## src/rtl/acc_pkg.sv

```systemverilog
// Shared definitions for the 16-bit accumulator machine.
// Holds the opcode map, sequencer states, decode classes and address-width derivation.
package acc_pkg;

  function automatic int addr_bits(input int bits);
    return bits - 5;
  endfunction

  localparam logic [4:0] OP_NOP   = 5'b00000;
  localparam logic [4:0] OP_HALT  = 5'b00001;
  localparam logic [4:0] OP_LDA_D = 5'b00010;
  localparam logic [4:0] OP_LDA_I = 5'b00011;
  localparam logic [4:0] OP_ADD_D = 5'b00100;
  localparam logic [4:0] OP_ADD_I = 5'b00101;
  localparam logic [4:0] OP_SUB_D = 5'b00110;
  localparam logic [4:0] OP_SUB_I = 5'b00111;
  localparam logic [4:0] OP_STA   = 5'b01000;
  localparam logic [4:0] OP_JMP   = 5'b01001;
  localparam logic [4:0] OP_JZ    = 5'b01010;
  localparam logic [4:0] OP_JN    = 5'b01011;
  localparam logic [4:0] OP_NOT   = 5'b01111;
  localparam logic [4:0] OP_AND_D = 5'b10000;
  localparam logic [4:0] OP_AND_I = 5'b10001;
  localparam logic [4:0] OP_OR_D  = 5'b10010;
  localparam logic [4:0] OP_OR_I  = 5'b10011;
  localparam logic [4:0] OP_XOR_D = 5'b10100;
  localparam logic [4:0] OP_XOR_I = 5'b10101;
  localparam logic [4:0] OP_SHL   = 5'b10110;
  localparam logic [4:0] OP_SHR   = 5'b10111;
  localparam logic [4:0] OP_LDX   = 5'b11001;

  typedef enum logic [2:0] {
    S_BOOT, S_FETCH, S_DECODE, S_OPERAND, S_INDIRECT, S_EXEC, S_STORE, S_HALT
  } state_t;

  typedef enum logic [1:0] {
    OPND_NONE, OPND_IMM, OPND_DIR, OPND_IND
  } opnd_class_t;

  typedef enum logic [2:0] {
    CTL_NOP, CTL_ALU, CTL_STA, CTL_JMP, CTL_JZ, CTL_JN, CTL_HALT
  } ctl_class_t;

endpackage

```

## src/rtl/acc_decode.sv

```systemverilog
// Opcode classifier: how the operand is obtained and what kind of control action follows.
module acc_decode
  import acc_pkg::*;
(
  input  logic [4:0] opcode,
  output logic [1:0] opnd_class,
  output logic [2:0] ctl_class
);

  always_comb begin
    opnd_class = OPND_NONE;
    ctl_class  = CTL_NOP;
    case (opcode)
      OP_LDA_D, OP_ADD_D, OP_SUB_D, OP_AND_D, OP_OR_D, OP_XOR_D: begin
        opnd_class = OPND_DIR;
        ctl_class  = CTL_ALU;
      end
      OP_LDA_I, OP_ADD_I, OP_SUB_I, OP_AND_I, OP_OR_I, OP_XOR_I, OP_SHL, OP_SHR: begin
        opnd_class = OPND_IMM;
        ctl_class  = CTL_ALU;
      end
      // NOT works on acc alone; the operand register is cleared for it
      OP_NOT:  ctl_class = CTL_ALU;
      OP_LDX: begin
        opnd_class = OPND_IND;
        ctl_class  = CTL_ALU;
      end
      OP_STA:  ctl_class = CTL_STA;
      OP_JMP:  ctl_class = CTL_JMP;
      OP_JZ:   ctl_class = CTL_JZ;
      OP_JN:   ctl_class = CTL_JN;
      OP_HALT: ctl_class = CTL_HALT;
      default: ;
    endcase
  end

endmodule

```

## src/rtl/acc_sequencer.sv

```systemverilog
// Instruction sequencer and accumulator owner: fetch, decode, operand fetch,
// ALU write-back, stores and branches over a single shared memory port.
module acc_sequencer
  import acc_pkg::*;
#(
  parameter  int BITS      = 16,
  localparam int ADDR_BITS = addr_bits(BITS)
) (
  input  logic                 clk,
  input  logic                 rst,
  output logic                 mem_req,
  output logic                 mem_we,
  output logic [ADDR_BITS-1:0] mem_addr,
  output logic [BITS-1:0]      mem_wdata,
  input  logic                 mem_ack,
  input  logic [BITS-1:0]      mem_rdata,
  output logic [BITS-1:0]      alu_a,
  output logic [BITS-1:0]      alu_acc,
  output logic [4:0]           alu_opcode,
  input  logic [BITS-1:0]      alu_result,
  output logic [ADDR_BITS-1:0] pc,
  output logic [BITS-1:0]      acc,
  output logic                 halted
);

  state_t                state, state_nxt;
  logic [BITS-1:0]       ir;
  logic [BITS-1:0]       opnd;
  logic [ADDR_BITS-1:0]  f;
  logic [1:0]            opnd_class_raw;
  logic [2:0]            ctl_class_raw;
  opnd_class_t           oc;
  ctl_class_t            ctl;
  logic                  take_branch;
  logic                  needs_mem_opnd;

  assign f          = ir[ADDR_BITS-1:0];
  assign alu_opcode = ir[BITS-1:BITS-5];
  assign alu_a      = opnd;
  assign alu_acc    = acc;
  assign mem_wdata  = acc;

  acc_decode u_decode (
    .opcode     (ir[BITS-1:BITS-5]),
    .opnd_class (opnd_class_raw),
    .ctl_class  (ctl_class_raw)
  );

  assign oc  = opnd_class_t'(opnd_class_raw);
  assign ctl = ctl_class_t'(ctl_class_raw);

  assign needs_mem_opnd = (oc == OPND_DIR) || (oc == OPND_IND);
  assign take_branch    = (ctl == CTL_JMP)
                       || ((ctl == CTL_JZ) && (acc == '0))
                       || ((ctl == CTL_JN) && acc[BITS-1]);

  always_ff @(posedge clk) begin
    if (rst) state <= S_BOOT;
    else     state <= state_nxt;
  end

  always_comb begin
    state_nxt = state;
    case (state)
      S_BOOT:     state_nxt = S_FETCH;
      S_FETCH:    if (mem_ack) state_nxt = S_DECODE;
      S_DECODE: begin
        case (ctl)
          CTL_ALU:  state_nxt = needs_mem_opnd ? S_OPERAND : S_EXEC;
          CTL_STA:  state_nxt = S_STORE;
          CTL_HALT: state_nxt = S_HALT;
          default:  state_nxt = S_FETCH;
        endcase
      end
      S_OPERAND:  if (mem_ack) state_nxt = (oc == OPND_IND) ? S_INDIRECT : S_EXEC;
      S_INDIRECT: if (mem_ack) state_nxt = S_EXEC;
      S_EXEC:     state_nxt = S_FETCH;
      S_STORE:    if (mem_ack) state_nxt = S_FETCH;
      S_HALT:     state_nxt = S_HALT;
      default:    state_nxt = S_BOOT;
    endcase
  end

  // Request is masked by rst so it drops in the very cycle reset is asserted
  always_comb begin
    mem_req  = 1'b0;
    mem_we   = 1'b0;
    mem_addr = pc;
    halted   = 1'b0;
    case (state)
      S_FETCH:    begin mem_req = 1'b1; mem_addr = pc; end
      S_OPERAND:  begin mem_req = 1'b1; mem_addr = f; end
      S_INDIRECT: begin mem_req = 1'b1; mem_addr = opnd[ADDR_BITS-1:0]; end
      S_STORE:    begin mem_req = 1'b1; mem_we = 1'b1; mem_addr = f; end
      S_HALT:     halted = 1'b1;
      default: ;
    endcase
    if (rst) begin
      mem_req = 1'b0;
      mem_we  = 1'b0;
    end
  end

  always_ff @(posedge clk) begin
    if (rst) begin
      pc   <= '0;
      acc  <= '0;
      ir   <= '0;
      opnd <= '0;
    end else begin
      case (state)
        S_FETCH: begin
          if (mem_ack) begin
            ir <= mem_rdata;
            pc <= pc + 1'b1;
          end
        end
        S_DECODE: begin
          if (take_branch) pc <= f;
          if (oc == OPND_IMM)
            opnd <= {{(BITS-ADDR_BITS){1'b0}}, f};
          else if ((oc == OPND_NONE) && (ctl == CTL_ALU))
            opnd <= '0;
        end
        S_OPERAND, S_INDIRECT: begin
          if (mem_ack) opnd <= mem_rdata;
        end
        S_EXEC:  acc <= alu_result;
        default: ;
      endcase
    end
  end

endmodule

```

## config.mk

```make
export PLATFORM = sky130hd
export DESIGN_NAME = acc_sequencer
export DESIGN_NICKNAME = d
export VERILOG_FILES = /design/src/rtl/acc_pkg.sv /design/src/rtl/acc_decode.sv /design/src/rtl/acc_sequencer.sv
export SDC_FILE = /design/constraint.sdc
export NUM_CORES = 1
export LEC_CHECK = 0
export ABC_AREA = 1
export CORE_AREA = 2 2 97 99
export DETAILED_ROUTE_END_ITERATION = 10
export DIE_AREA = 0 0 99 101
export PLACE_DENSITY = 0.74
export SLEW_MARGIN = 20
export SYNTH_ARGS = -nofsm -noshare
export SYNTH_HDL_FRONTEND = slang
export SYNTH_HIERARCHICAL = 1
export SYNTH_SLANG_ARGS = --single-unit
```

## constraint.sdc

```tcl
create_clock -name clk -period 2.2 [get_ports clk]
set_input_delay 0.44 -clock clk [delete_from_list [all_inputs] [get_ports clk]]
set_output_delay 0.44 -clock clk [all_outputs]
set_load 0.01 [all_outputs]
```

==> impl_metrics.env, run 1 <==
export IMPL_fin_skew_ps=14.9
export IMPL_tightest_slew_ps=448
export IMPL_timing_rr_start="ir[15]"
export IMPL_design_area_mm2=0.00504
export IMPL_avgSynthCellArea_um2=6.53
export IMPL_io_buffers=128
export IMPL_report_power_total_mw=6.22
export IMPL_grt_use_total=0.204
export IMPL_grt_max_degree=35
export IMPL_diodes=0
export IMPL_vias=3892
export IMPL_drv_cap=0
export IMPL_remaining_drc_errors=0
export IMPL_grt_pass1_wl_um=16700
export IMPL_cts_made_buffers=9
export IMPL_final_antenna_net_count=0
export IMPL_hold_viol=0
export IMPL_synth_seq_cells=62
export IMPL_hp_class="reg -> reg"
export IMPL_arrival_ps=1690
export IMPL_setup_worst_path_start="state[2]"
export IMPL_yosys_area_top_type="dfxtp_1"
export IMPL_place_ws_ps=-41.8
export IMPL_p_leak_nw=2.18
export IMPL_n_fill_cell=814
export IMPL_synth_net_count=599
export IMPL_synthTopCellsByArea="dfxtp_1 34%, nor2_1 10%, nand2_1 9.5%"
export IMPL_clk_pin_slew_ps=70
export IMPL_synth_top_area_frac=0.338
export IMPL_antenna_found_initial=0
export IMPL_instances_no_fill=778
export IMPL_synthCells=563
export IMPL_crit_required_ps=1760
export IMPL_syn_area_mm2=0.00368
export IMPL_fin_crit_sh=0.967
export IMPL_worstSetupEndpointType="output pin"
export IMPL_crit_top_cell="nand2_1"
export IMPL_yosys_warnings=6
export IMPL_die_area_mm2=0.0100
export IMPL_cp_slowest_stage_delay_ps=390
export IMPL_vdd_drop_max_mv=0.522
export IMPL_start_util=0.410
export IMPL_layout_commonest_cell="clkdlybuf4s50_1"
export IMPL_drive_gt1_frac=0.109
export IMPL_cts_tree="done"
export IMPL_critPathKind="reg -> out"
export IMPL_ios=129
export IMPL_most_common_layout_cells="114 x clkdlybuf4s50_1, 98 x nor2_1, 93 x nand2_1, 64 x inv_1, 56 x dfxtp_1"
export IMPL_synth_seq_area_share=0.338
export IMPL_die_h_um=101
export IMPL_globalRouteOverflowTotal=0
export IMPL_wl_per_cell_um=13.8
export IMPL_setup_violations_final=0
export IMPL_finalCriticalPeriod_ps=2130
export IMPL_cp_slowest_cell="dfxtp_2"
export IMPL_dp_hpwl_um=7780
export IMPL_cts_sinks=62
export IMPL_fp_dieW_um=99
export IMPL_cts_path_max_buffers=2
export IMPL_rows=35
export IMPL_globalplace_congestion=0.915
export IMPL_drtPass1Iterations=5
export IMPL_crit_buf_inv=3
export IMPL_rsz0062_at_grt="true"
export IMPL_clk_latency_ps=340
export IMPL_dp_cells=759
export IMPL_h_tree_depth=3
export IMPL_finalNetCount=698
export IMPL_slew_headroom=0.699
export IMPL_syn2layout_area_growth_pct=37.0
export IMPL_status="finished clean"
export IMPL_min_from="alu_a[15]"
export IMPL_yosysUniqueCellTypes=34
export IMPL_power_density_mw_per_mm2=1230
export IMPL_vias_per_cell=5.00
export IMPL_crit_chain="nand2_1 -> inv_1 -> nor2_2 -> nand2_1 -> nand2_2 -> buf_4 -> o221ai_1 -> dlygate4sd2_1"
export IMPL_cts_root_buf="clkbuf_8"
export IMPL_maxSlewViolCount=0
export IMPL_clock_fmax_ghz=0.470
export IMPL_placed_area_mm2=0.00483
export IMPL_cpLargestDelayFamily="buffers and inverters"
export IMPL_wl_um=10800
export IMPL_worst_setup_path_start_kind="flip-flop"
export IMPL_drt_iter0_markers=259
export IMPL_core_area_mm2=0.00898
export IMPL_crit_fanout=4
export IMPL_grt_pass1_vias=3523
export IMPL_fin_ws_ps=73.3
-- cell usage after synthesis --
cell type,count
ha_1,1
xor2_1,2
clkbuf_1,10
inv_4,1
nand2_2,3
o211ai_1,1
nor4_1,1
inv_2,7
nor2_1,98
buf_4,37
o211ai_4,1
dfxtp_1,62
nand3_2,2
a211oi_1,1
o21ai_0,55
or2_2,1
a21oi_1,26
buf_1,3
buf_6,4
a31oi_2,1
a31oi_1,3
o221ai_1,10
o21ai_1,13
buf_2,4
nor3_1,2
clkinv_1,2
nor2_2,5
nand2_4,5
nand3b_1,4
inv_1,64
nand3_1,39
o22ai_1,1
nand2_1,93
nor2_4,1
-- registers in the layout, indices dropped and copies added, names as in the netlist --
register,flops
acc,16
alu_a,16
ir,16
pc,11
state,3
-- cells by family (layout without fill, tap and decap cells) --
family / after synthesis / after routing / share of synthesized area
AOI/OAI and AO/OA: 112 / 114 / 0.172
and+or+nand+nor: 254 / 254 / 0.300
xor gates and xnor gates: 2 / 2 / 0.00476
adders and majority gates: 1 / 1 / 0.00340
DFF: 62 / 62 / 0.338
buffers and inverters: 132 / 234 / 0.183
-- power by group --
group | leakage [nW] | total, mW | internal (mW) | switching (mW)
sequential | 0.508 | 1.85 | 1.47 | 0.386
combinational | 1.59 | 3.45 | 1.48 | 1.97
clock | 0.0893 | 0.913 | 0.440 | 0.473
-- what timing repair did --
| item | in CTS | in global routing |
|---|---|---|
| endpoints found under the setup margin | 14 | 29 |
| buffers inserted | 0 | 1 |
| resized for setup | 16 | 24 |
| hold buffers | 0 | 0 |
| pin swaps | 0 | 2 |
| cloned | 0 | 2 |
-- area by class of cell --
type | instances | area (um2) | area share
Timing Repair Buffer | 144 | 1370 | 0.273
Multi-Input combinational cell | 371 | 1820 | 0.361
Sequential cell | 62 | 1250 | 0.248
Clock buffer | 11 | 141 | 0.0281
Inverter | 74 | 280 | 0.0557
Clock inverter | 5 | 35.0 | 0.00696
Tap cell | 111 | 139 | 0.0276
-- per-stage QoR --
| step | setup TNS [ps] | utilization | hold WS [ps] |
|---|---|---|---|
| final | 0 | 0.561 | 478 |
| after global routing | -41.4 | 0.561 | 489 |
| after CTS | 0 | 0.556 | 475 |
| after detailed placement | -58.6 | 0.538 | 458 |
| after global placement | -45.7 | 0.538 | 462 |
| after floorplan | 0 | - | 483 |
-- worst paths after layout --
| path | slack [ps] | end | depth (start not counted) |
|---|---|---|---|
| worst min-delay path | 480 | alu_a[15] | 2 |
| worst max register to register | 190 | alu_a[5] | 14 |
| worst max-delay path | 70 | mem_addr[10] | 8 |
| worst min register to register | 480 | alu_a[15] | 2 |
-- per-layer routing --
| layer | routed length [um] | vias to the layer above | global-route usage |
|---|---|---|---|
| met5 | 0 | - | 0 |
| met2 | 5330 | 128 | 0.333 |
| met3 | 536 | 16 | 0.0264 |
| li1 | - | 1969 | - |
| met4 | 205 | 0 | 0.0759 |
| met1 | 4700 | 1779 | 0.275 |
-- tightest hold or removal path: cells and delay by family, from the launching register on --
family          cells  cell delay, ps
flops               1             330
simple gates        1              60
compound gates      1              50
No activity file was read; power rests on OpenSTA's default activity.
==> run 2, diff against run 1 <==
--- a/config.mk
+++ b/config.mk
@@ -10,6 +10,7 @@
 export DETAILED_ROUTE_END_ITERATION = 10
 export DIE_AREA = 0 0 99 101
 export PLACE_DENSITY = 0.74
+export RECOVER_POWER = 100
 export SLEW_MARGIN = 20
 export SYNTH_ARGS = -nofsm -noshare
 export SYNTH_HDL_FRONTEND = slang
==> impl_metrics.env, run 2 (same netlist as run 1, synthesis figures left out) <==
export IMPL_vias_per_cell=5.03
export IMPL_cts_root_buf="clkbuf_8"
export IMPL_remaining_drc_errors=0
export IMPL_reg2reg_setup_slack_ps=190
export IMPL_dp_hpwl_um=7780
export IMPL_rsz0062_at_grt="true"
export IMPL_grt_max_degree=35
export IMPL_setup_violations_final=0
export IMPL_antenna_found_initial=0
export IMPL_slew_headroom=0.698
export IMPL_clk_pin_slew_ps=70
export IMPL_place_ws_ps=-41.8
export IMPL_globalplace_congestion=0.915
export IMPL_drive_gt1_frac=0.105
export IMPL_most_common_layout_cells="114 x clkdlybuf4s50_1, 99 x nor2_1, 93 x nand2_1, 65 x inv_1, 56 x dfxtp_1"
export IMPL_wl_per_cell_um=13.8
export IMPL_grt_util_met2=0.333
export IMPL_cts_path_max_buffers=2
export IMPL_met1_usage=0.275
export IMPL_pwr_share_seq=0.299
export IMPL_worstSetupEndpointType="output pin"
export IMPL_pwr_share_comb=0.553
export IMPL_syn2layout_area_growth_pct=36.5
export IMPL_power_density_mw_per_mm2=1230
export IMPL_p_clk_frac=0.147
export IMPL_vdd_drop_max_mv=0.519
export IMPL_fp_dieW_um=99
export IMPL_io_buffers=128
export IMPL_vias=3912
export IMPL_busiest_layer="met2"
export IMPL_clk_latency_ps=340
export IMPL_crit_required_ps=1760
export IMPL_hold_viol=0
export IMPL_grt_pass1_vias=3523
export IMPL_cts_made_buffers=9
export IMPL_maxSlewViolCount=0
export IMPL_cts_hold_buf=0
export IMPL_grt_pass1_wl_um=16700
export IMPL_finalNetCount=698
export IMPL_core_area_mm2=0.00898
export IMPL_start_util=0.410
export IMPL_wl_um=10700
export IMPL_globalRouteOverflowTotal=0
export IMPL_h_tree_depth=3
export IMPL_drv_cap=0
export IMPL_cts_tree="done"
export IMPL_tightest_slew_ps=451
export IMPL_report_power_total_mw=6.18
export IMPL_power_switching_mw=2.80
export IMPL_cts_sinks=62
export IMPL_worst_setup_path_start_kind="flip-flop"
export IMPL_die_area_mm2=0.0100
export IMPL_rows=35
export IMPL_fin_crit_sh=0.959
export IMPL_grt_use_total=0.204
export IMPL_arrival_ps=1670
export IMPL_crit_fanout=4
export IMPL_hp_class="reg -> reg"
export IMPL_fin_util=0.559
export IMPL_diodes=0
export IMPL_clock_fmax_ghz=0.474
export IMPL_die_h_um=101
export IMPL_grt_util_met3=0.0264
export IMPL_drtPass1Iterations=7
export IMPL_switching_share=0.453
export IMPL_ios=129
export IMPL_layout_commonest_cell="clkdlybuf4s50_1"
export IMPL_fin_skew_ps=13.3
export IMPL_drt_iter0_markers=239
export IMPL_fin_ws_ps=91.2
export IMPL_status="finished clean"
export IMPL_p_leak_nw=2.18
export IMPL_critPathKind="reg -> out"
export IMPL_p_int_mw=3.38
export IMPL_final_antenna_net_count=0
export IMPL_finalCriticalPeriod_ps=2110
## run 2: timing repair
action	4_1_cts	5_1_grt
pin swaps	0	2
gates resized for setup	16	24
setup buffers	0	1
gates cloned	0	2
endpoints found under the setup margin	14	29
## run 2: through the flow
stage / TNS (ps) / instance area (um2) / cells / hold WS (ps)
final: 0 / 5020 / 778 / 478
after global placement: -45.7 / 4830 / 759 / 462
after detailed placement: -58.6 / 4830 / 759 / 458
after CTS: 0 / 4990 / 775 / 475
after global routing: -41.4 / 5020 / 778 / 489
after floorplan: 0 / 3680 / 563 / 483
## run 2: area by class of cell
cell class,count,area (um2)
Sequential cell,62,1250
Tap cell,111,139
Timing Repair Buffer,144,1370
Inverter,74,280
Clock buffer,11,141
Fill cell,816,3960
Clock inverter,5,35.0
Multi-Input combinational cell,371,1810
## run 2: worst paths after layout
| check | start | to | cells after the start |
|---|---|---|---|
| min | alu_a[15] | alu_a[15] | 2 |
| max | state[2] | mem_addr[10] | 8 |
| min reg2reg | alu_a[15] | alu_a[15] | 2 |
| max reg2reg | ir[15] | alu_a[5] | 14 |
## run 2: critical path, stage by stage, from the launching register on
cell and delay (ps):
dfxtp_2 390, nand2_1 80, inv_1 70, nor2_2 40
nand2_1 90, nand2_2 80, buf_4 150, o221ai_1 130
dlygate4sd2_1 290
## run 2: layer usage
layer,vias to the layer above,share of wire
li1,1970,-
met1,1770,0.43
met2,150,0.49
met3,22,0.052
met4,0,0.021
met5,-,0
## run 2: power by group through the flow
| stage | clock network (mW) | registers (mW) | logic [mW] |
|---|---|---|---|
| detailed placement | 0 | 1.85 | 3.37 |
| global placement | 0 | 1.84 | 3.31 |
| CTS | 0.927 | 1.83 | 3.31 |
| global route | 0.974 | 1.90 | 3.81 |
| finish | 0.910 | 1.85 | 3.42 |
| floorplan | 0 | 1.86 | 2.09 |
